File: config.mk
export PLATFORM = sky130hd
export DESIGN_NAME = instr_encoder
export DESIGN_NICKNAME = d
export VERILOG_FILES = /design/src/rtl/instr_encoder.sv
export SDC_FILE = /design/constraint.sdc
export NUM_CORES = 1
export LEC_CHECK = 0
export CAP_MARGIN = 20
export CORE_MARGIN = 2
export CORE_UTILIZATION = 38
export CTS_CLUSTER_DIAMETER = 40
export CTS_CLUSTER_SIZE = 30
export DETAILED_ROUTE_END_ITERATION = 6
export PLACE_DENSITY = 0.78
export SETUP_SLACK_MARGIN = 0.4
export SYNTH_ARGS = -nofsm -noshare
export SYNTH_HDL_FRONTEND = slang
export SYNTH_SLANG_ARGS = --single-unit
File: constraint.sdc
create_clock -name clk -period 1.8 [get_ports clk]
set_input_delay 0.54 -clock clk [delete_from_list [all_inputs] [get_ports clk]]
set_output_delay 0.54 -clock clk [all_outputs]
set_load 0.005 [all_outputs]
File: src/rtl/instr_encoder.sv
// Packs ARM-subset instruction fields into 32-bit words and streams them
// into instruction memory, rejecting encodings the datapath cannot decode.
module instr_encoder #(
  parameter int ADDR_W = 6,
  parameter int DEPTH  = 64
) (
  input  logic              clk,
  input  logic              reset,
  input  logic              start,
  input  logic              in_valid,
  output logic              in_ready,
  input  logic              in_last,
  input  logic [3:0]        cond,
  input  logic [1:0]        op,
  input  logic [5:0]        funct,
  input  logic [3:0]        rn,
  input  logic [3:0]        rd,
  input  logic [11:0]       src2,
  input  logic [23:0]       imm24,
  output logic              mem_we,
  output logic [ADDR_W-1:0] mem_addr,
  output logic [31:0]       mem_wdata,
  output logic [ADDR_W:0]   count,
  output logic              busy,
  output logic              done,
  output logic              err
);

  typedef enum logic [1:0] {
    S_IDLE,
    S_RUN,
    S_DRAIN,
    S_DONE
  } state_t;

  localparam logic [ADDR_W:0] LP_DEPTH = (ADDR_W+1)'(DEPTH);

  state_t            r_state;
  state_t            w_next;
  logic [ADDR_W:0]   r_ptr;
  logic [ADDR_W:0]   r_count;
  logic              r_we;
  logic [ADDR_W-1:0] r_addr;
  logic [31:0]       r_wdata;
  logic              r_err;

  logic              w_acc;
  logic              w_bad;
  logic              w_good;
  logic              w_full;
  logic              w_start;
  logic [31:0]       w_word;

  assign in_ready = (r_state == S_RUN) && (r_ptr < LP_DEPTH);
  assign w_acc    = in_valid && in_ready;
  assign w_good   = w_acc && !w_bad;
  assign w_full   = w_good && ((r_ptr + 1'b1) == LP_DEPTH);
  assign w_start  = start &&
                    ((r_state == S_IDLE) || (r_state == S_DONE));

  // Only ADD/SUB/AND/ORR are decoded; branches must carry funct[5]=1.
  always_comb begin
    w_bad  = 1'b0;
    w_word = {cond, op, funct, rn, rd, src2};
    unique case (op)
      2'b00: begin
        w_bad = !((funct[4:1] == 4'b0100) ||
                  (funct[4:1] == 4'b0010) ||
                  (funct[4:1] == 4'b0000) ||
                  (funct[4:1] == 4'b1100));
      end
      2'b01: w_bad = 1'b0;
      2'b10: begin
        w_bad  = !funct[5];
        w_word = {cond, 2'b10, funct[5:4], imm24};
      end
      2'b11: w_bad = 1'b1;
    endcase
  end

  always_comb begin
    w_next = r_state;
    unique case (r_state)
      S_IDLE:  if (start) w_next = S_RUN;
      S_RUN:   if (w_acc && (in_last || w_full)) w_next = S_DRAIN;
      S_DRAIN: w_next = S_DONE;
      S_DONE:  if (start) w_next = S_RUN;
    endcase
  end

  always_ff @(posedge clk) begin
    if (reset) begin
      r_state <= S_IDLE;
      r_ptr   <= '0;
      r_count <= '0;
      r_we    <= 1'b0;
      r_addr  <= '0;
      r_wdata <= '0;
      r_err   <= 1'b0;
    end else begin
      r_state <= w_next;
      r_we    <= w_good;
      if (w_good) begin
        r_addr  <= r_ptr[ADDR_W-1:0];
        r_wdata <= w_word;
        r_ptr   <= r_ptr + 1'b1;
      end
      if (w_acc && w_bad) r_err <= 1'b1;
      if (r_we && (r_count != LP_DEPTH)) r_count <= r_count + 1'b1;
      if (w_start) begin
        r_ptr   <= '0;
        r_count <= '0;
        r_err   <= 1'b0;
      end
    end
  end

  assign mem_we    = r_we;
  assign mem_addr  = r_addr;
  assign mem_wdata = r_wdata;
  assign count     = r_count;
  assign err       = r_err;
  assign busy      = (r_state == S_RUN) || (r_state == S_DRAIN);
  assign done      = (r_state == S_DONE);

endmodule
# --- Word-level counts from Yosys, hierarchy flattened ---
# Cells that the tools add are included.
classes:
  addsub: 2
  magnitude_cmp: 1
  eq_ne: 13
  muxes: 5
  n_reduce_logical: 23
op_table:
  columns: ["op", "n"]
  rows:
  - ["$mux W28", 1]
  - ["$add A7 B1 Y7 const B", 2]
  - ["$eq A2 B2 Y1 const B", 4]
  - ["$logic_and A1 B1 Y1", 8]
  - ["$eq A7 B7 Y1 const B", 1]
  - ["$lt A7 B7 Y1 const B", 1]
  - ["$ne A7 B7 Y1 const B", 1]
  - ["$logic_or A1 B1 Y1", 6]
  - ["$pmux W2 S3", 1]
  - ["$eq A2 B1 Y1 const B", 2]
  - ["$eq A4 B2 Y1 const B", 1]
  - ["$eq A4 B3 Y1 const B", 1]
  - ["$eq A4 B4 Y1 const B", 1]
  - ["$logic_not A2 Y1", 2]
  - ["$logic_not A4 Y1", 1]
  - ["$mux W2", 2]
  - ["$ne A2 B1 Y1 const B", 2]
  - ["$pmux W1 S4", 1]
  - ["$reduce_or A2 Y1", 2]
  - ["$logic_not A1 Y1", 3]
  - ["$reduce_and A2 Y1", 1]
word_totals:
  register_bits: 56
  inputBits: 61
  elab_cells: 51

# --- Longest topological paths before layout ---
# Gate-level depths: netlist of run 1.
depth:
  ltp_word: 13
  ltp_mapped: 9

# --- Worst setup path after synthesis of run 1 ---
# Ideal clock, no wire load.
synth_path:
  path_kind: "input to register"
  start: "in funct[3]"
  end: "reg r_ptr[5]"
  arrival_time_ps: 1724
  t_required_ps: 1729
  setup_slack_ps: 6
  stages: 5
  cell_sequence: "mux2_4 -> o21bai_4 -> o211ai_4 -> or4b_1 -> a21oi_1"
synth_between:
  elab_chain_cells: 8
  word_cells_on_any_way: 11
synth_rtl:
  columns: ["element", "line", "source"]
  rows:
  - ["from (decl)", "15", "input logic [5:0] funct,"]
  - ["$eq A4 B3 Y1 or $eq A4 B2 Y1 (tied branches)", "67, 68", null]
  - ["$logic_or A1 B1 Y1", "67", "w_bad = !((funct[4:1] == 4'b0100) ||"]
  - ["$logic_or A1 B1 Y1", "68", "(funct[4:1] == 4'b0010) ||"]
  - ["$logic_or A1 B1 Y1 (*)", "69", "(funct[4:1] == 4'b0000) ||"]
  - ["$logic_not A1 Y1 (*)", "67", null]
  - ["$pmux W1 S4 (*)", "65", "unique case (op)"]
  - ["$logic_not A1 Y1 (*)", "56", "assign w_good = w_acc && !w_bad;"]
  - ["$logic_and A1 B1 Y1 (*)", "56", null]
  - ["to (signal assigned)", "106", "r_ptr <= r_ptr + 1'b1;"]
  - ["to (decl)", "40", "logic [ADDR_W:0] r_ptr;"]
# Every way passes the cells marked *; elsewhere a longest branch is shown, timed or not.
# A chain may end at the register's enable or synchronous reset.

# --- Worst setup path in the final report of run 1 ---
layout_path:
  start: "reg r_state[1]"
  end: "reg r_wdata[17] (netlist: mem_wdata[17])"
layout_between:
  elab_chain_cells: 4
layout_rtl:
  columns: ["element", "line", "source"]
  rows:
  - ["from (decl)", "38", "state_t r_state;"]
  - ["from (signal assigned)", "101", "r_state <= w_next;"]
  - ["$eq A2 B1 Y1", "54", "assign in_ready = (r_state == S_RUN) && (r_ptr < LP_DEPTH);"]
  - ["$logic_and A1 B1 Y1", "54", null]
  - ["$logic_and A1 B1 Y1", "55", "assign w_acc = in_valid && in_ready;"]
  - ["$logic_and A1 B1 Y1", "56", null]
  - ["to (signal assigned)", "105", "r_wdata <= w_word;"]
  - ["to (decl)", "44", "logic [31:0] r_wdata;"]
# No other way between the ends.

==> impl_results.md, run 1 <==
- Pre-Repair DR Iteration Count: 4
- Pwr Density: 789 mW/mm^2
- Crit. Startpoint: r_state[1]$_SDFFE_PP0P_
- TritonCTS buffer count: 5
- Fmax: 566 MHz
- Hold Path Origin: mem_wdata[29]$_SDFFE_PP0P_
- Largest stage delay, worst path: 0.34 ns
- CTS clock-pin slew for the worst setup and hold paths: 0.10 ns
- Port-buffer cells: 110
- Critical path startpoint category: flop
- Initial antenna violation count: 0
- Via count: 2,701
- CTS tree: done
- Tcrit/Tclk final: 98.2%
- Crit path cell chain: inv_2 -> ha_4 -> inv_4 -> nor3b_4 -> o211a_4 -> buf_4 -> buf_6 -> buf_16 -> nor2_1 -> a211oi_1
- Asr flop ratio synth: 0%
- WP buf/inv: 5
- R2r endpoint: mem_wdata[17]$_SDFFE_PP0P_
- Initial core utilization: 39.3%
- First-pass GRT wire length: 12,600 um
- Kind of cell adding the most delay to the critical path: buffers and inverters
- Layout cells sized above 1: 52.7%
- Diodes inserted: 0
- Largest net degree at the start of global routing: 25
- Worst path arrival time: 1.99 ns
- Final min period: 1.77 ns
- Clock skew: 0.00339 ns
- Status: complete, no violations
- Fin cells: 525
- # setup viols final: 0
- I/O pin count: 111
- Worst R2R Start: r_state[1]$_SDFFE_PP0P_
- WL/cell: 15.7 um
- Setup CP Type: flop to flop
- Seq cells post-synth: 56
- Vias per cell: 5.14
- Final wirelength: 8250 um
- Cell count of the worst reg-to-reg path: 10
- Cell leakage power: 2.06 nW
- Total gr overflow: 0
- Core ar.: 0.00635 mm^2
- Die Span X: 85.1 um
- FP Rows: 29
- Final GP Congestion: 0.843
- Mapped Nets: 349
- Max-cap viol count: 0
- EDFF count, synth: 0
- Cell Count Post-Placement: 474
- Cells after synthesis: 282
- Hold_buf cts: 0
- Fill count: 467
- Nets: 514
- Gr usage total: 21.8%
- Final TNS setup: 0 ns
- Hold crit path type: flop to flop
- Die H: 85.1 um
- Slowest CP cell: dfxtp_2
- RSZ-0062 raised after global routing: true
- Final Util: 72.3%
- Post-synthesis sequential area ratio: 44.9%
- Final ANT Viol Nets: 0
- Clock sinks: 56
- Rel. slew slack: 74.8%
- Worst hold path depth: 2
- Type of destination of the critical path: flop
- Clk_lat worst skew: 0.32 ns
- Final WS setup: 0.0320 ns
- DP Wirelength: 4990 um
- Syn Area/Cell: 8.86 um^2
- Layout overhead on the synthesized area: 83.9%
- Dominant synthesized flop cell: dfxtp_1
- Hold Worst Slack: 0.452 ns
- Worst-Margin Slew: 0.377 ns
- Pre-CTS WS: -0.617 ns
- Synth warnings: 0
- Root buffer cell: clkbuf_8
- Peak supply drop: 577 uV
- Die area: 0.00724 mm^2
- Distinct cells, synth: 35
- Number of global-route vias before repair: 2,698
- Crit-path max FO: 8
- Number of remaining DRC errors: 0
- Final hold vios: 0
- R2R Setup Slk: 0.03 ns
- H-Tree Depth: 2
- Pins Over Slew Limit: 0
- Hold Crit Endpoint: mem_wdata[29]$_SDFFE_PP0P_
- DRT iter0 DRCs: 83
- Clock Path Buffers: 2
- Worst endpoint required time: 2.03 ns
- Synth Cell Area: 0.00250 mm^2
==> cell usage in the layout (no fill, tap or decap), types with 2 or more instances in the layout <==
cell type        netlist  final
nor2_4                 0      6
nand2_4                0      9
ha_1                   6      3
nand4_1                4      4
o21ai_0                4      4
nand3_1                3      3
a211oi_1              24     15
nand2_1               36     26
a21oi_1               24     13
ha_4                   0      2
buf_2                  7     39
or3_1                  6      6
clkbuf_8               0      6
nand2b_1               3      3
buf_12                 0      5
buf_4                  3     42
xnor2_2                0      2
dfxtp_4                0      3
a21oi_2                0     11
mux2i_1               26     26
a211oi_2               0      9
buf_16                 0      5
inv_1                  8      5
clkbuf_16              0      3
dfxtp_2                0     48
dfxtp_1               56      5
dlygate4sd2_1          0      3
buf_6                  0     13
clkdlybuf4s50_1        0     51
nor2_2                 0      2
o21ai_1                6      4
clkbuf_2               0     13
xor2_1                 2      2
inv_2                  0      2
nor2_1                37     29
==> layout make-up <==
type / count / area (um^2) / share of cell area [%]
repair buffers: 176 / 1600 / 34.8
well taps: 77 / 96.3 / 2.10
flip-flops and latches: 56 / 1190 / 26.0
clock inverters: 2 / 38.8 / 0.845
clock buffers: 6 / 82.6 / 1.80
multi-input cells: 200 / 1550 / 33.8
inverters: 8 / 32.5 / 0.708
==> kinds of logic (layout without fill, tap and decap cells) <==
group	count (synthesis)	after routing	share of synthesized area, %
AOI/OAI and AO/OA	65	65	17.2
xor gates and xnor gates	5	5	1.75
adders and majority gates	6	6	3.01
buffers and inverters	26	192	4.71
DFF	56	56	44.9
muxes	27	27	11.0
and+or+nand+nor	97	97	17.4
==> report_power, final <==
part	switching (mW)	total [mW]	internal (mW)
clock network	0.435	0.891	0.456
logic	0.554	1.30	0.748
registers	0.0699	1.43	1.36
total	1.06	3.62	2.56
==> registers in the layout, summed over array words and instances (netlist names) <==
register,flops
r_state,2
r_ptr,7
mem_wdata,32
count,7
mem_we,1
err,1
mem_addr,6
==> synthesized netlist by cell type, types with 2 or more instances <==
library cell | number | share of area (%)
a211oi_1 | 24 | 7.2
a21oi_1 | 24 | 4.8
buf_2 | 7 | 1.4
buf_4 | 3 | 0.90
clkbuf_1 | 8 | 1.2
dfxtp_1 | 56 | 45
ha_1 | 6 | 3.0
inv_1 | 8 | 1.2
mux2i_1 | 26 | 10
nand2_1 | 36 | 5.4
nand2b_1 | 3 | 0.75
nand3_1 | 3 | 0.60
nand4_1 | 4 | 1.0
nor2_1 | 37 | 5.6
o21ai_0 | 4 | 0.80
o21ai_1 | 6 | 1.2
or3_1 | 6 | 1.5
xnor2_1 | 3 | 1.1
xor2_1 | 2 | 0.70
==> worst reg2reg max path, delay by kind of cell, from the launching register on <==
family | cells | cell delay (ns)
compound gates | 2 | 0.44
fa+ha+maj | 1 | 0.14
buf+inv | 5 | 0.45
flops | 1 | 0.34
simple gates | 2 | 0.31
==> how the worst max path moves through the flow <==
stage | end | slack, ns | cells past startpoint
final | mem_wdata[17]$_SDFFE_PP0P_ | 0.03 | 10
after CTS | r_ptr[5]$_SDFFE_PP0P_ | 0.1 | 7
after floorplan | r_ptr[5]$_SDFFE_PP0P_ | 0.02 | 5
after global routing | mem_wdata[17]$_SDFFE_PP0P_ | -0.08 | 10
after global placement | r_ptr[5]$_SDFFE_PP0P_ | -0.54 | 6
after detailed placement | mem_wdata[14]$_SDFFE_PP0P_ | -0.62 | 7
==> timing repair <==
action,in CTS,in global routing
setup endpoints to repair,102,74
pin swaps,25,31
gates cloned,5,3
setup buffers,28,7
gates resized for setup,286,63
==> metal layers <==
metal | track usage, % | vias up | share of wire, %
met5 | 0 | - | 0
met4 | 7.36 | 0 | 1.8
met3 | 7.10 | 13 | 6.2
met2 | 39.4 | 79 | 53
met1 | 23.9 | 1282 | 39
li1 | - | 1327 | -
==> stage by stage <==
stage               power (mW)  cell area, um^2
floorplan                 1.85             2570
global placement          2.35             3830
detailed placement        2.37             3830
CTS                       3.45             4380
global route              3.80             4590
finish                    3.62             4590
(Power assumes the default switching activity.)
==> run 2: changes to the inputs <==
==> constraint.sdc (replaced) <==
create_clock -name clk -period 1.8 [get_ports clk]
set_input_delay 0.27 -clock clk [delete_from_list [all_inputs] [get_ports clk]]
set_output_delay 0.27 -clock clk [all_outputs]
set_load 0.005 [all_outputs]
==> run 2 against run 1 <==
Effect of this change:
- combinational power up 4%
- fmax down 1.3%
- flip-flop and latch count unchanged
- register-to-register slack worse by 0.02 ns
- first-iteration DRC count up 53%
- largest power group unchanged
- critical endpoint is now mem_wdata[3]$_SDFFE_PP0P_
- count of clock-buffer cells in the layout unchanged
- critical path type unchanged
- cell area up 1.5%
- total power down 5.0%
- highest routed layer unchanged
- sequential share of layout area down 0.85 points
- largest cell class unchanged
==> impl_results.md, run 2 (same netlist as run 1, synthesis figures left out) <==
- Final hold vios: 0 (unchanged)
- CTS tree: done
- # setup viols final: 0 (unchanged)
- Layout overhead on the synthesized area: 86.7%
- Final GP Congestion: 0.798 (-5.4%)
- Final Util: 73.4% (+1.1 points)
- Cell count of the worst reg-to-reg path: 8 (-2)
- Initial antenna violation count: 0 (unchanged)
- I/O pin count: 111 (unchanged)
- Clk_lat worst skew: 0.31 ns (about the same)
- Clock power share: 19.5% (-5.1 points)
- Hold Worst Slack: 0.352 ns (-0.100 ns)
- Setup CP Type: flop to flop
- Nets: 504 (-1.9%)
- Int Pwr: 2.39 mW (-6.9%)
- Total gr overflow: 0 (unchanged)
- R2r endpoint: mem_wdata[3]$_SDFFE_PP0P_
- Cell leakage power: 2.07 nW (+0.49%)
- Root buffer cell: clkbuf_8
- Final ANT Viol Nets: 0 (unchanged)
- H-Tree Depth: 2 (unchanged)
- Final min period: 1.79 ns (+0.0240 ns)
- Cell Count Post-Placement: 467 (-1.5%)
- Die area: 0.00724 mm^2 (unchanged)
- Hold crit path type: primary input to flop
- FP Rows: 29 (unchanged)
- Status: complete, no violations
- Worst hold path depth: 2 (unchanged)
- Tcrit/Tclk final: 99.6% (+1.3 points)
- Pre-CTS WS: -0.299 ns (+0.318 ns)
- Die Span X: 85.1 um (unchanged)
- Cell Area, Placed: 0.00379 mm^2 (-1.0%)
- Sw Share: 30.6% (+1.4 points)
- Initial core utilization: 39.3% (unchanged)
- First-pass GRT wire length: 12,400 um (-2.0%)
- Commonest cells after routing, fill and taps aside: 54 x clkdlybuf4s50_1, 51 x dlygate4sd2_1, 29 x buf_4
- R2R Setup Slk: 0.008 ns (-0.02 ns)
- Worst path arrival time: 2.02 ns (+0.03 ns)
- Worst R2R Start: r_state[0]$_SDFFE_PP0P_
- Worst-Margin Slew: 0.457 ns (+0.0806 ns)
- Peak supply drop: 465 uV (-19%)
- Type of destination of the critical path: flop
- Core ar.: 0.00635 mm^2 (unchanged)
- Combinational share of power: 39.3% (+3.4 points)
- Die H: 85.1 um (unchanged)
- Crit. Startpoint: r_state[0]$_SDFFE_PP0P_
- Max FFs per register: 32 (unchanged)
- Clock Path Buffers: 2 (unchanged)
- Port-buffer cells: 110 (unchanged)
- Worst endpoint required time: 2.03 ns (about the same)
- Pins Over Slew Limit: 0 (unchanged)
- Crit-path max FO: 8 (unchanged)
- Fin cells: 514 (-2.1%)
- Diodes inserted: 0 (unchanged)
- Number of remaining DRC errors: 0 (unchanged)
- Gr usage total: 21.2% (-0.62 points)
- Hold_buf cts: 0 (unchanged)
- Vias per cell: 5.26 (+2.2%)
- TritonCTS buffer count: 5 (unchanged)
- Design area: 0.00466 mm^2 (+1.5%)
- Rel. slew slack: 69.5% (-5.3 points)
- Critical path startpoint category: flop
- Pre-Repair DR Iteration Count: 4 (unchanged)
- Largest net degree at the start of global routing: 32 (+28%)
- RSZ-0062 raised after global routing: true
- Worst Setup EP: mem_wdata[3]$_SDFFE_PP0P_
- Fmax: 558 MHz (-1.3%)
- DP Wirelength: 4810 um (-3.6%)
- Final wirelength: 8650 um (+4.9%)
- Number of global-route vias before repair: 2,640 (-2.1%)
- P_sw: 1.05 mW (-0.39%)
- Max-cap viol count: 0 (unchanged)
- Final WS setup: 0.00800 ns (-0.0240 ns)
- WL/cell: 16.8 um (+7.1%)
- Clock sinks: 56 (unchanged)
- Commonest non-fill, non-tap cell in the layout: clkdlybuf4s50_1
- Clock skew: 0.00566 ns (+0.00227 ns)
- Pwr Density: 738 mW/mm^2 (-6.4%)
- Layout cells sized above 1: 37.3% (-15 points)
- Via count: 2,702 (+0.037%)
- CTS clock-pin slew for the worst setup and hold paths: 0.10 ns (about the same)
- Seq pwr share: 41.2% (+1.7 points)
- DRT iter0 DRCs: 127 (+53%)
==> run 2: routing by layer <==
metal / routed length (um) / GRT usage, %
met5: 0 / 0
met4: 187 / 7.22
met3: 448 / 3.60
met2: 4470 / 38.2
met1: 3550 / 25.3
==> run 2: metrics by stage <==
stage / power [mW] / setup TNS [ns]
after detailed placement: 2.35 / -9.67
after CTS: 3.25 / 0
after global routing: 3.61 / -0.483
after floorplan: 1.88 / 0
after global placement: 2.33 / -7.87
final: 3.44 / 0
==> run 2: power by group through the flow <==
stage / sequential (mW) / combinational (mW) / clock [mW]
2_1_floorplan: 1.44 / 0.436 / 0
3_3_place_gp: 1.44 / 0.890 / 0
3_5_place_dp: 1.44 / 0.913 / 0
4_1_cts: 1.41 / 1.18 / 0.671
5_1_grt: 1.43 / 1.44 / 0.740
6_report: 1.42 / 1.35 / 0.672
==> run 2: repair_timing <==
item,4_1_cts,5_1_grt
buffers inserted,28,5
gates resized for setup,132,55
endpoints found under the setup margin,102,56
pin swaps,21,27
gates cloned,5,2
==> run 2: worst max-delay path: stages (launching register included) <==
cell and delay, ns:
dfxtp_4 0.39, ha_4 0.16, inv_4 0.04, nor3b_4 0.30, o211a_4 0.31, buf_4 0.15, buf_12 0.12, nor2_1 0.05
a211oi_2 0.19
==> run 2: worst min-delay path by stage <==
stage,endpoint,start
floorplan,mem_wdata[24]$_SDFFE_PP0P_,funct[4]
global placement,mem_addr[5]$_SDFFE_PP0P_,mem_addr[5]$_SDFFE_PP0P_
detailed placement,mem_addr[5]$_SDFFE_PP0P_,mem_addr[5]$_SDFFE_PP0P_
CTS,mem_we$_SDFF_PP0_,reset
global route,mem_wdata[27]$_SDFFE_PP0P_,reset
finish,mem_addr[3]$_SDFFE_PP0P_,reset
==> run 2: layout make-up <==
| cell class | count | area (um^2) |
|---|---|---|
| Sequential cell | 56 | 1170 |
| Tap cell | 77 | 96.3 |
| Inverter | 8 | 32.5 |
| Clock buffer | 6 | 72.6 |
| Timing Repair Buffer | 166 | 1720 |
| Fill cell | 451 | 1690 |
| Clock inverter | 1 | 5.00 |
| Multi-Input combinational cell | 200 | 1570 |
==> run 3: changes to the inputs <==
Settings changed: CAP_MARGIN 20 to 15, PLACE_DENSITY 0.78 to default, PLACE_DENSITY_LB_ADDON from default to 0.3.
==> run 3 against run 2 <==
Effect of this change:
- cell area down 2.3%
- worst setup slack better by 0.084 ns
- sequential power about the same
- global-route usage up 0.35 points
- worst hold slack worse by 0.0082 ns
- total power down 0.92%
- clock power up 10%
- critical endpoint is now mem_wdata[16]$_SDFFE_PP0P_
- highest routed layer unchanged
==> impl_results.md, run 3 (same netlist as run 1, synthesis figures left out) <==
- Status: complete, no violations
- Type of destination of the critical path: flop
- Diodes inserted: 0 (unchanged)
- Crit-path max FO: 6 (-2)
- Final hold vios: 0 (unchanged)
- Clock sinks: 56 (unchanged)
- Crit path cell chain: inv_2 -> ha_4 -> inv_4 -> nor3b_4 -> o211a_4 -> buf_6 -> buf_16 -> nor2_1 -> a211oi_1
- Die Span X: 85.1 um (unchanged)
- Fin cells: 510 (-0.78%)
- Worst path arrival time: 1.92 ns (-0.10 ns)
- Clock Path Buffers: 2 (unchanged)
- RSZ-0062 raised after global routing: true
- Root buffer cell: clkbuf_8
- Pre-Repair DR Iteration Count: 4 (unchanged)
- Number of global-route vias before repair: 2,645 (+0.19%)
- Pwr Density: 749 mW/mm^2 (+1.4%)
- Pins Over Slew Limit: 0 (unchanged)
- # setup viols final: 0 (unchanged)
- Commonest non-fill, non-tap cell in the layout: clkdlybuf4s50_1
- Initial core utilization: 39.3% (unchanged)
- Final min period: 1.71 ns (-0.0839 ns)
- Tcrit/Tclk final: 94.9% (-4.7 points)
- Max-cap viol count: 0 (unchanged)
- Largest stage delay, worst path: 0.34 ns (-0.05 ns)
- Layout cells sized above 1: 31.9% (-5.4 points)
- Commonest cells after routing, fill and taps aside: 54 x clkdlybuf4s50_1, 48 x dlygate4sd2_1, 32 x nor2_1
- DRT iter0 DRCs: 135 (+6.3%)
- Peak supply drop: 581 uV (+25%)
- WL/cell: 16.7 um (-1.0%)
- Total gr overflow: 0 (unchanged)
- Setup CP Type: flop to flop
- H-Tree Depth: 2 (unchanged)
- First-pass GRT wire length: 12,700 um (+2.3%)
- Hold Worst Slack: 0.344 ns (-0.00824 ns)
- Initial antenna violation count: 0 (unchanged)
- Gr usage total: 21.5% (+0.35 points)
- DP Wirelength: 4900 um (+1.8%)
- Clk_lat worst skew: 0.30 ns (about the same)
- Die area: 0.00724 mm^2 (unchanged)
- Cell Area, Placed: 0.00378 mm^2 (-0.40%)
- Via count: 2,746 (+1.6%)
- Largest net degree at the start of global routing: 32 (unchanged)
- Hold crit path type: primary input to flop
- Final TNS setup: 0 ns (unchanged)
- I/O pin count: 111 (unchanged)
- Clock skew: 0.00426 ns (-0.00140 ns)
- Number of remaining DRC errors: 0 (unchanged)
- Kind of cell adding the most delay to the critical path: compound AO/OA/AOI/OAI gates
- Final GP Congestion: 0.753 (-5.7%)
- Nets: 500 (-0.79%)
- Rel. slew slack: 71.7% (+2.2 points)
- Cell leakage power: 2.12 nW (+2.6%)
- Final ANT Viol Nets: 0 (unchanged)
- Critical path startpoint category: flop
- Total power: 3.41 mW (-0.92%)
- Die H: 85.1 um (unchanged)
- CTS tree: done
- Fmax: 585 MHz (+4.9%)
- FP Rows: 29 (unchanged)
- Worst endpoint required time: 2.01 ns (-0.02 ns)
- Final wirelength: 8500 um (-1.8%)
- Max FFs per register: 32 (unchanged)
- Worst-Margin Slew: 0.425 ns (-0.0326 ns)
- CTS clock-pin slew for the worst setup and hold paths: 0.10 ns (about the same)
- Port-buffer cells: 110 (unchanged)
- Design area: 0.00456 mm^2 (-2.3%)
- WP buf/inv: 4 (+1)
- Slowest CP cell: dfxtp_2
- Hold_buf cts: 0 (unchanged)
- Layout overhead on the synthesized area: 82.4%
- Vias per cell: 5.38 (+2.4%)
- TritonCTS buffer count: 5 (unchanged)
- Core ar.: 0.00635 mm^2 (unchanged)
- Cell Count Post-Placement: 465 (-0.43%)
-- run 3: cell types whose count changed in the layout (fill, tap and decap cells not counted), sizes merged --
cell and change:
buf -2, clkbuf -1, clkdlybuf4s15 -1, clkinv -1, dlygate4sd2 -3, dlymetal6s2s +4
-- run 3: layout make-up --
type / instances / area, um^2
well taps: 77 / 96.3
flip-flops and latches: 56 / 1170
fillers: 477 / 1790
repair buffers: 162 / 1660
clock buffers: 7 / 96.3
multi-input cells: 200 / 1500
inverters: 8 / 32.5
-- run 3: final timing paths --
check	from	endpoint	slack, ns	cells past startpoint
hold reg to reg	mem_addr[2]$_SDFFE_PP0P_	mem_addr[2]$_SDFFE_PP0P_	0.46	2
setup reg to reg	r_state[1]$_SDFFE_PP0P_	mem_wdata[16]$_SDFFE_PP0P_	0.09	9
setup / recovery	r_state[1]$_SDFFE_PP0P_	mem_wdata[16]$_SDFFE_PP0P_	0.09	9
hold / removal	reset	mem_we$_SDFF_PP0_	0.34	2
-- run 3: repair_timing --
| item | 4_1_cts | 5_1_grt |
|---|---|---|
| gates resized for setup | 118 | 43 |
| setup endpoints to repair | 101 | 59 |
| cloned | 6 | 2 |
| pin swaps | 16 | 21 |
| setup buffers | 24 | 6 |
-- run 3: power breakdown --
part / internal [mW] / total, mW / switching [mW]
Sequential: 1.35 / 1.41 / 0.0650
Clock: 0.344 / 0.741 / 0.397
Combinational: 0.719 / 1.26 / 0.537
-- run 3: per-stage QoR --
step | utilization, % | setup slack (ns)
2_1_floorplan | - | 0.222
3_3_place_gp | 59.5 | -0.231
3_5_place_dp | 59.5 | -0.282
4_1_cts | 68.0 | 0.113
5_1_grt | 71.7 | 0.0180
6_report | 71.7 | 0.0919
-- run 3: metal layers --
layer	routed length [um]	track usage, %	vias to the layer above	share of wire, %
met5	0	0	-	0
met4	212	7.50	0	2.5
met3	484	5.35	17	5.7
met2	4340	38.1	93	51
met1	3460	25.3	1341	41
li1	-	-	1295	-
